==> src/rtl/mac_tx_fmt_if.sv <==
// Stream-in / PCS-out signal bundle for mac_tx_fmt; s_err_i exists only when MAC_TX_FMT_ERR_EN is defined.
interface mac_tx_fmt_if;
   logic         s_valid_i;
   logic         s_ready_o;
   logic [255:0] s_data_i;
   logic [31:0]  s_keep_i;
   logic         s_last_i;
`ifdef MAC_TX_FMT_ERR_EN
   logic         s_err_i;
`endif
   logic         pcs_ready_i;
   logic [3:0]   ctrl_v_o;
   logic [3:0]   idle_v_o;
   logic [3:0]   start_v_o;
   logic [3:0]   term_v_o;
   logic [3:0]   err_v_o;
   logic [255:0] data_o;
   logic [31:0]  keep_o;

`ifdef MAC_TX_FMT_ERR_EN
   modport slave (
      input  s_valid_i, s_data_i, s_keep_i, s_last_i, s_err_i, pcs_ready_i,
      output s_ready_o, ctrl_v_o, idle_v_o, start_v_o, term_v_o, err_v_o, data_o, keep_o
   );
   modport master (
      output s_valid_i, s_data_i, s_keep_i, s_last_i, s_err_i, pcs_ready_i,
      input  s_ready_o, ctrl_v_o, idle_v_o, start_v_o, term_v_o, err_v_o, data_o, keep_o
   );
`else
   modport slave (
      input  s_valid_i, s_data_i, s_keep_i, s_last_i, pcs_ready_i,
      output s_ready_o, ctrl_v_o, idle_v_o, start_v_o, term_v_o, err_v_o, data_o, keep_o
   );
   modport master (
      output s_valid_i, s_data_i, s_keep_i, s_last_i, pcs_ready_i,
      input  s_ready_o, ctrl_v_o, idle_v_o, start_v_o, term_v_o, err_v_o, data_o, keep_o
   );
`endif
endinterface

==> src/rtl/mac_tx_fmt.sv <==
// Frames 256b MAC beats into 4x64b PCS lane blocks (start/data/term/idle), one registered beat per pcs_ready_i cycle;
// holds everything while pcs_ready_i=0 and refuses input during TAIL/IPG. MAC_TX_FMT_ERR_EN adds s_err_i error marking.
module mac_tx_fmt #(
   parameter int unsigned IPG_BEATS = 1
) (
   input  logic       clk,
   input  logic       reset,
   mac_tx_fmt_if.slave bus
);
   localparam logic [1:0]  ST_IDLE   = 2'd0;
   localparam logic [1:0]  ST_DATA   = 2'd1;
   localparam logic [1:0]  ST_TAIL   = 2'd2;
   localparam logic [1:0]  ST_IPG    = 2'd3;
   localparam logic [63:0] START_BLK = 64'hD5555555555555FB;
   localparam logic [3:0]  IPG_LD    = 4'(IPG_BEATS);

   logic [1:0]   r_state;
   logic [3:0]   r_ipg_cnt;
   logic [63:0]  r_resid;
   logic [3:0]   r_tail_r;
   logic         r_err_tail;
   logic [3:0]   r_ctrl_v, r_idle_v, r_start_v, r_term_v, r_err_v;
   logic [255:0] r_data;
   logic [31:0]  r_keep;

   logic         w_accept, w_in_err;
   logic [5:0]   w_t, w_tv;
   logic [255:0] w_src;
   logic         w_has_term, w_lane0_start, w_err;
   logic [1:0]   w_nxt_state;
   logic [3:0]   w_nxt_cnt, w_nxt_tail_r;
   logic [63:0]  w_nxt_resid;
   logic         w_nxt_err_tail;
   logic [3:0]   w_ctrl_v, w_idle_v, w_start_v, w_term_v, w_err_v;
   logic [255:0] w_data;
   logic [31:0]  w_keep;
   logic [7:0]   w_lkeep;

`ifdef MAC_TX_FMT_ERR_EN
   assign w_in_err = bus.s_err_i;
`else
   assign w_in_err = 1'b0;
`endif

   assign bus.s_ready_o = bus.pcs_ready_i & ((r_state == ST_IDLE) | (r_state == ST_DATA)) & ~reset;
   assign w_accept      = bus.s_valid_i & bus.s_ready_o;
   assign w_t           = 6'd8 + 6'($countones(bus.s_keep_i));

   // w_src/w_tv describe the beat: lane payload plus how many bytes from lane0 are valid before a terminate.
   always_comb begin
      w_src          = '0;
      w_tv           = '0;
      w_has_term     = 1'b0;
      w_lane0_start  = 1'b0;
      w_err          = 1'b0;
      w_nxt_state    = r_state;
      w_nxt_cnt      = r_ipg_cnt;
      w_nxt_resid    = r_resid;
      w_nxt_tail_r   = r_tail_r;
      w_nxt_err_tail = r_err_tail;
      case (r_state)
         ST_IDLE, ST_DATA: begin
            if (w_accept) begin
               w_lane0_start = (r_state == ST_IDLE);
               w_src         = {bus.s_data_i[191:0], w_lane0_start ? START_BLK : r_resid};
               w_tv          = 6'd32;
               w_err         = w_in_err;
               w_nxt_resid   = bus.s_data_i[255:192];
               w_nxt_state   = ST_DATA;
               if (bus.s_last_i) begin
                  if (w_t < 6'd32) begin
                     w_tv        = w_t;
                     w_has_term  = 1'b1;
                     w_nxt_state = ST_IPG;
                     w_nxt_cnt   = IPG_LD;
                  end else begin
                     w_nxt_tail_r   = 4'(w_t - 6'd32);
                     w_nxt_state    = ST_TAIL;
                     w_nxt_err_tail = w_in_err;
                  end
               end
            end
         end
         ST_TAIL: begin
            w_src       = {192'd0, r_resid};
            w_tv        = {2'b00, r_tail_r};
            w_has_term  = 1'b1;
            w_err       = r_err_tail;
            w_nxt_state = ST_IPG;
            w_nxt_cnt   = IPG_LD;
         end
         default: begin
            w_nxt_cnt = r_ipg_cnt - 4'd1;
            if (r_ipg_cnt <= 4'd1) w_nxt_state = ST_IDLE;
         end
      endcase
   end

   always_comb begin
      w_ctrl_v  = '0;
      w_idle_v  = '0;
      w_start_v = '0;
      w_term_v  = '0;
      w_err_v   = '0;
      w_data    = '0;
      w_keep    = '0;
      w_lkeep   = 8'((9'd1 << w_tv[2:0]) - 9'd1);
      for (int l = 0; l < 4; l++) begin
         if (3'(l) < w_tv[5:3]) begin
            w_ctrl_v[l]        = w_lane0_start && (l == 0);
            w_start_v[l]       = w_lane0_start && (l == 0);
            w_data[64*l +: 64] = w_src[64*l +: 64];
            w_keep[8*l +: 8]   = 8'hFF;
         end else if (w_has_term && (3'(l) == w_tv[5:3])) begin
            w_ctrl_v[l]      = 1'b1;
            w_term_v[l]      = 1'b1;
            w_keep[8*l +: 8] = w_lkeep;
            for (int b = 0; b < 8; b++)
               w_data[64*l+8*b +: 8] = w_src[64*l+8*b +: 8] & {8{w_lkeep[b]}};
         end else begin
            w_ctrl_v[l] = 1'b1;
            w_idle_v[l] = 1'b1;
         end
      end
      if (w_err) begin
         w_ctrl_v = 4'hF;
         w_err_v  = 4'hF;
      end
   end

   always_ff @(posedge clk) begin
      if (reset) begin
         r_state    <= ST_IDLE;
         r_ipg_cnt  <= '0;
         r_resid    <= '0;
         r_tail_r   <= '0;
         r_err_tail <= 1'b0;
         r_ctrl_v   <= 4'hF;
         r_idle_v   <= 4'hF;
         r_start_v  <= '0;
         r_term_v   <= '0;
         r_err_v    <= '0;
         r_data     <= '0;
         r_keep     <= '0;
      end else if (bus.pcs_ready_i) begin
         r_state    <= w_nxt_state;
         r_ipg_cnt  <= w_nxt_cnt;
         r_resid    <= w_nxt_resid;
         r_tail_r   <= w_nxt_tail_r;
         r_err_tail <= w_nxt_err_tail;
         r_ctrl_v   <= w_ctrl_v;
         r_idle_v   <= w_idle_v;
         r_start_v  <= w_start_v;
         r_term_v   <= w_term_v;
         r_err_v    <= w_err_v;
         r_data     <= w_data;
         r_keep     <= w_keep;
      end
   end

   assign bus.ctrl_v_o  = r_ctrl_v;
   assign bus.idle_v_o  = r_idle_v;
   assign bus.start_v_o = r_start_v;
   assign bus.term_v_o  = r_term_v;
   assign bus.err_v_o   = r_err_v;
   assign bus.data_o    = r_data;
   assign bus.keep_o    = r_keep;
endmodule

==> src/flat_wrapper.sv <==
// flat-port wrapper written by rule: the top's interface ports become plain ports
module mac_tx_fmt_flat 
#(
   parameter int unsigned IPG_BEATS = 1
)
  (clk, reset, bus_s_valid_i, bus_s_data_i, bus_s_keep_i, bus_s_last_i, bus_pcs_ready_i, bus_s_ready_o, bus_ctrl_v_o, bus_idle_v_o, bus_start_v_o, bus_term_v_o, bus_err_v_o, bus_data_o, bus_keep_o);
  mac_tx_fmt_if bus_i ();
  input  logic clk;
  input  logic reset;
  input wire logic [$bits(bus_i.s_valid_i)-1:0] bus_s_valid_i;
  input wire logic [$bits(bus_i.s_data_i)-1:0] bus_s_data_i;
  input wire logic [$bits(bus_i.s_keep_i)-1:0] bus_s_keep_i;
  input wire logic [$bits(bus_i.s_last_i)-1:0] bus_s_last_i;
  input wire logic [$bits(bus_i.pcs_ready_i)-1:0] bus_pcs_ready_i;
  output wire logic [$bits(bus_i.s_ready_o)-1:0] bus_s_ready_o;
  output wire logic [$bits(bus_i.ctrl_v_o)-1:0] bus_ctrl_v_o;
  output wire logic [$bits(bus_i.idle_v_o)-1:0] bus_idle_v_o;
  output wire logic [$bits(bus_i.start_v_o)-1:0] bus_start_v_o;
  output wire logic [$bits(bus_i.term_v_o)-1:0] bus_term_v_o;
  output wire logic [$bits(bus_i.err_v_o)-1:0] bus_err_v_o;
  output wire logic [$bits(bus_i.data_o)-1:0] bus_data_o;
  output wire logic [$bits(bus_i.keep_o)-1:0] bus_keep_o;
  assign bus_i.s_valid_i = bus_s_valid_i;
  assign bus_i.s_data_i = bus_s_data_i;
  assign bus_i.s_keep_i = bus_s_keep_i;
  assign bus_i.s_last_i = bus_s_last_i;
  assign bus_i.pcs_ready_i = bus_pcs_ready_i;
  assign bus_s_ready_o = bus_i.s_ready_o;
  assign bus_ctrl_v_o = bus_i.ctrl_v_o;
  assign bus_idle_v_o = bus_i.idle_v_o;
  assign bus_start_v_o = bus_i.start_v_o;
  assign bus_term_v_o = bus_i.term_v_o;
  assign bus_err_v_o = bus_i.err_v_o;
  assign bus_data_o = bus_i.data_o;
  assign bus_keep_o = bus_i.keep_o;
  mac_tx_fmt #(.IPG_BEATS(IPG_BEATS)) u_core (.clk(clk), .reset(reset), .bus(bus_i));
endmodule
==> config.mk <==
export PLATFORM = sky130hd
export DESIGN_NAME = mac_tx_fmt_flat
export DESIGN_NICKNAME = d
export VERILOG_FILES = /design/src/rtl/mac_tx_fmt_if.sv /design/src/rtl/mac_tx_fmt.sv /design/src/flat_wrapper.sv
export SDC_FILE = /design/constraint.sdc
export NUM_CORES = 1
export LEC_CHECK = 0
export ABC_AREA = 1
export CAP_MARGIN = 25
export CORE_AREA = 3 3 236 238
export CTS_CLUSTER_DIAMETER = 150
export CTS_CLUSTER_SIZE = 24
export DETAILED_ROUTE_END_ITERATION = 12
export DIE_AREA = 0 0 239 241
export MAX_ROUTING_LAYER = met4
export PLACE_DENSITY = 0.64
export RECOVER_POWER = 50
export SLEW_MARGIN = 20
export SYNTH_ARGS = -nofsm -noshare
export SYNTH_HDL_FRONTEND = slang
export SYNTH_SLANG_ARGS = --single-unit
==> constraint.sdc <==
create_clock -name clk -period 15.3 [get_ports clk]
set_input_delay 3.06 -clock clk [delete_from_list [all_inputs] [get_ports clk]]
set_output_delay 3.06 -clock clk [all_outputs]
set_load 0.02 [all_outputs]
==> results by group <==
Die
  • Full die area: about 0.058 mm2
  • IO Count: between 600 and 700
  • Die Ht: approximately 240 um
  • Initial core utilization: 0.314
  • Row cnt: 85
  • Core Region: about 0.054 mm2
  • Chip width: 239 um

STA
  • Slew Limit Fails: about 270
  • Setup TNS: 0 ns
  • Setup Skew: 0.0168 ns
  • Fin crit period: 11.62 ns
  • Fin crit share: 0.760
  • Relative slew slack: -1.49
  • RSZ-0062 raised after global routing: no
  • Final WS setup: roughly 3.7 ns
  • Fmax: around 86 MHz
  • Fin. Hold Viols: 0
  • Setup Viol. Count Final: 0
  • Worst-Margin Slew: between 3 and 4 ns

Global routing
  • Gr usage total: 0.223
  • Initial antenna violation count: 8
  • Vias in the first global route: ~17k
  • Pin count of the biggest net entering global routing: roughly 160
  • Global-route wire length before repair: 98.0 mm
  • GRT overflow: 0

Finish
  • Commonest cells after routing, fill and taps aside: nand2_1, dfxtp_1, inv_1, dlygate4sd3_1, clkdlybuf4s50_1
  • Area grow syn2layout: 40.7%
  • Nets: about 3.3k
  • Most common cell after layout, fill and taps aside: nand2_1
  • Share of cells above drive strength 1: 0.0212

Clock network
  • Cts bufs inserted: 19
  • CTS root buffer: clkbuf_16
  • Max Root-Sink Buffers: 3
  • Clk sink count: between 300 and 400
  • # Post-CTS Setup Buffers: 0
  • CTS hold repair buffers: 0
  • H-tree depth: 1
  • Worst-Skew Late Latency: 0.55 ns
  • Number of gates resized after CTS: 0
  • Clock slew at reported path FFs: 0.10 ns
  • CTS tree: done

Power and ir drop
  • Logic pwr share: 0.385
  • Clk network pwr share: 0.213
  • Sw Ratio: 0.392
  • Power Dens Cells: 112 mW/mm2
  • VDD IR-drop max: slightly above 0.09 mV
  • Sw Pwr: around 0.0010 W
  • Int Power: ~0.0016 W
  • Leak pwr: roughly 12 nW
  • Sequential power share: 0.402

Setup path
  • Kind of critical path: in -> reg
  • Critical Path RT: ~16 ns
  • Most frequent CP cell: nand3_1
  • CP startpoint kind: input port
  • CP max stage cell: clkbuf_1
  • Crit-path cells: clkbuf_1 > inv_8 > nand2_1 > nor3_1 > clkbuf_1 > inv_4 > o21ai_2 > inv_1 > nand3_1 > ha_1 > inv_1 > nand3_1 > nand2_2 > nand3_1 > nand2_2 > o21ai_0 > a21oi_1
  • R2R depth: 14
  • CP endpoint kind: register
  • CP peak stage delay: around 2.2 ns
  • Max FO, Critical Path: ~160
  • CP arrival: about 12 ns

Route
  • Post-route ant nets: 0
  • DR DRC count: 0
  • Via count: 17.3k
  • Final WL: about 65 mm
  • Vias per std cell: around 4.8
  • WL per Instance: around 18 um
  • Iter 0 DRT Violations: between 900 and 1k
  • Drt first pass iters: 7

Synthesis
  • Top cells by area, synth: dfxtp_1, nand2_1, inv_1
  • Synthesized cell area: about 0.017 mm2
  • Yosys reg bits: between 300 and 400
  • Post-synth top area cell: dfxtp_1
  • Post-synth EDFFs: 0
  • Seq/Total Area, Yosys: 0.444
  • Cell variety after synth: 37
  • Synth top area share: 0.444
  • Syn. warnings: 0
  • Syn Area/Cell: around 7 um2
  • Synth Flop Type: dfxtp_1
  • Syn Inst Count: roughly 2.4k
  • Asr flop ratio synth: 0

Placement
  • Pre-CTS WS: 4.88 ns
  • DP Wirelength: 47.0 mm
  • Routability cong.: between 0.8 and 0.9
  • PortBufs: between 500 and 600

Hold path
  • Hold Path Depth: 2
  • Worst Hold Class: reg -> reg

Status
  • Violated checks: max-capacitance violations, max-slew violations
  • Status: finished, violations left

Run
  • Max Cap Viol: 4
## layer usage
layer,share of wire,vias up,global-route usage
met2,0.47,598,0.373
met1,0.40,8029,0.255
li1,-,8512,-
met3,0.077,131,0.0568
met4,0.046,0,0.0947
met5,0,-,-
## worst paths after layout
kind / startpoint / to / slack [ns]
worst min-delay path: u_core.r_resid[38] / u_core.r_resid[38] / 0.46
worst max register to register: u_core.r_state[1] / u_core.bus.data_o[48] / 7.84
worst min register to register: u_core.r_resid[38] / u_core.r_resid[38] / 0.46
worst max-delay path: reset / u_core.bus.data_o[48] / 3.68
## stage by stage
stage | std cells | area, um2 | hold WS, ns | util | total power (W)
after detailed placement | 3599 | 23300 | 0.449 | 0.433 | 0.00214
final | 3629 | 23800 | 0.459 | 0.442 | 0.00266
after floorplan | 2442 | 16900 | 0.430 | - | 0.00168
after CTS | 3621 | 23800 | 0.463 | 0.442 | 0.00272
after global placement | 3598 | 23300 | 0.433 | 0.432 | 0.00212
after global routing | 3629 | 23800 | 0.482 | 0.442 | 0.00284
## flip-flops by register name (all words and copies together), names as in the netlist
name and count:
u_core.bus.ctrl_v_o 4, u_core.bus.data_o 256, u_core.bus.idle_v_o 4, u_core.bus.keep_o 32, u_core.bus.start_v_o 1, u_core.bus.term_v_o 4, u_core.r_ipg_cnt 4, u_core.r_resid 64
u_core.r_state 2, u_core.r_tail_r 4
## worst max-delay path, delay by kind of cell
family / cells / cell delay (ns)
compound gates: 3 / 0.78
fa+ha+maj: 1 / 0.30
buf+inv: 6 / 5.28
simple gates: 7 / 2.36
## cells in the mapped netlist (all sizes together), types with 4 or more instances
master / count
o21ai: 203
inv: 350
nand3: 148
buf: 48
ha: 27
fa: 26
dfxtp: 375
nand2: 705
clkbuf: 100
a31oi: 4
a21oi: 157
nand3b: 16
nand4: 53
nor2: 204
## power by group through the flow
| stage | Combinational [W] | Sequential [W] | Clock, W |
|---|---|---|---|
| 3_3_place_gp | 0.00103 | 0.00109 | 0 |
| 3_5_place_dp | 0.00104 | 0.00109 | 0 |
| 4_1_cts | 0.00105 | 0.00107 | 0.000594 |
| 5_1_grt | 0.00114 | 0.00108 | 0.000621 |
| 2_1_floorplan | 0.000534 | 0.00115 | 0 |
| 6_report | 0.00102 | 0.00107 | 0.000566 |
## cells by family after synthesis
kind of cell	share of synthesized area
simple gates	0.278
fa+ha+maj	0.0508
compound gates	0.111
xor+xnor	0.00104
flops	0.444
buf+inv	0.115
other cells	0.000222
## final cells by class
| cell class | instances | area, um2 |
|---|---|---|
| fillers | 5462 | 30000 |
| well taps | 696 | 871 |
| flip-flops and latches | 375 | 7510 |
| multi-input cells | 1566 | 7490 |
| diodes | 7 | 17.5 |
| inverters | 353 | 1340 |
| clock inverters | 2 | 17.5 |
| repair buffers | 610 | 6070 |
| clock buffers | 20 | 489 |
Note: power is estimated with default switching activity, not from simulation.
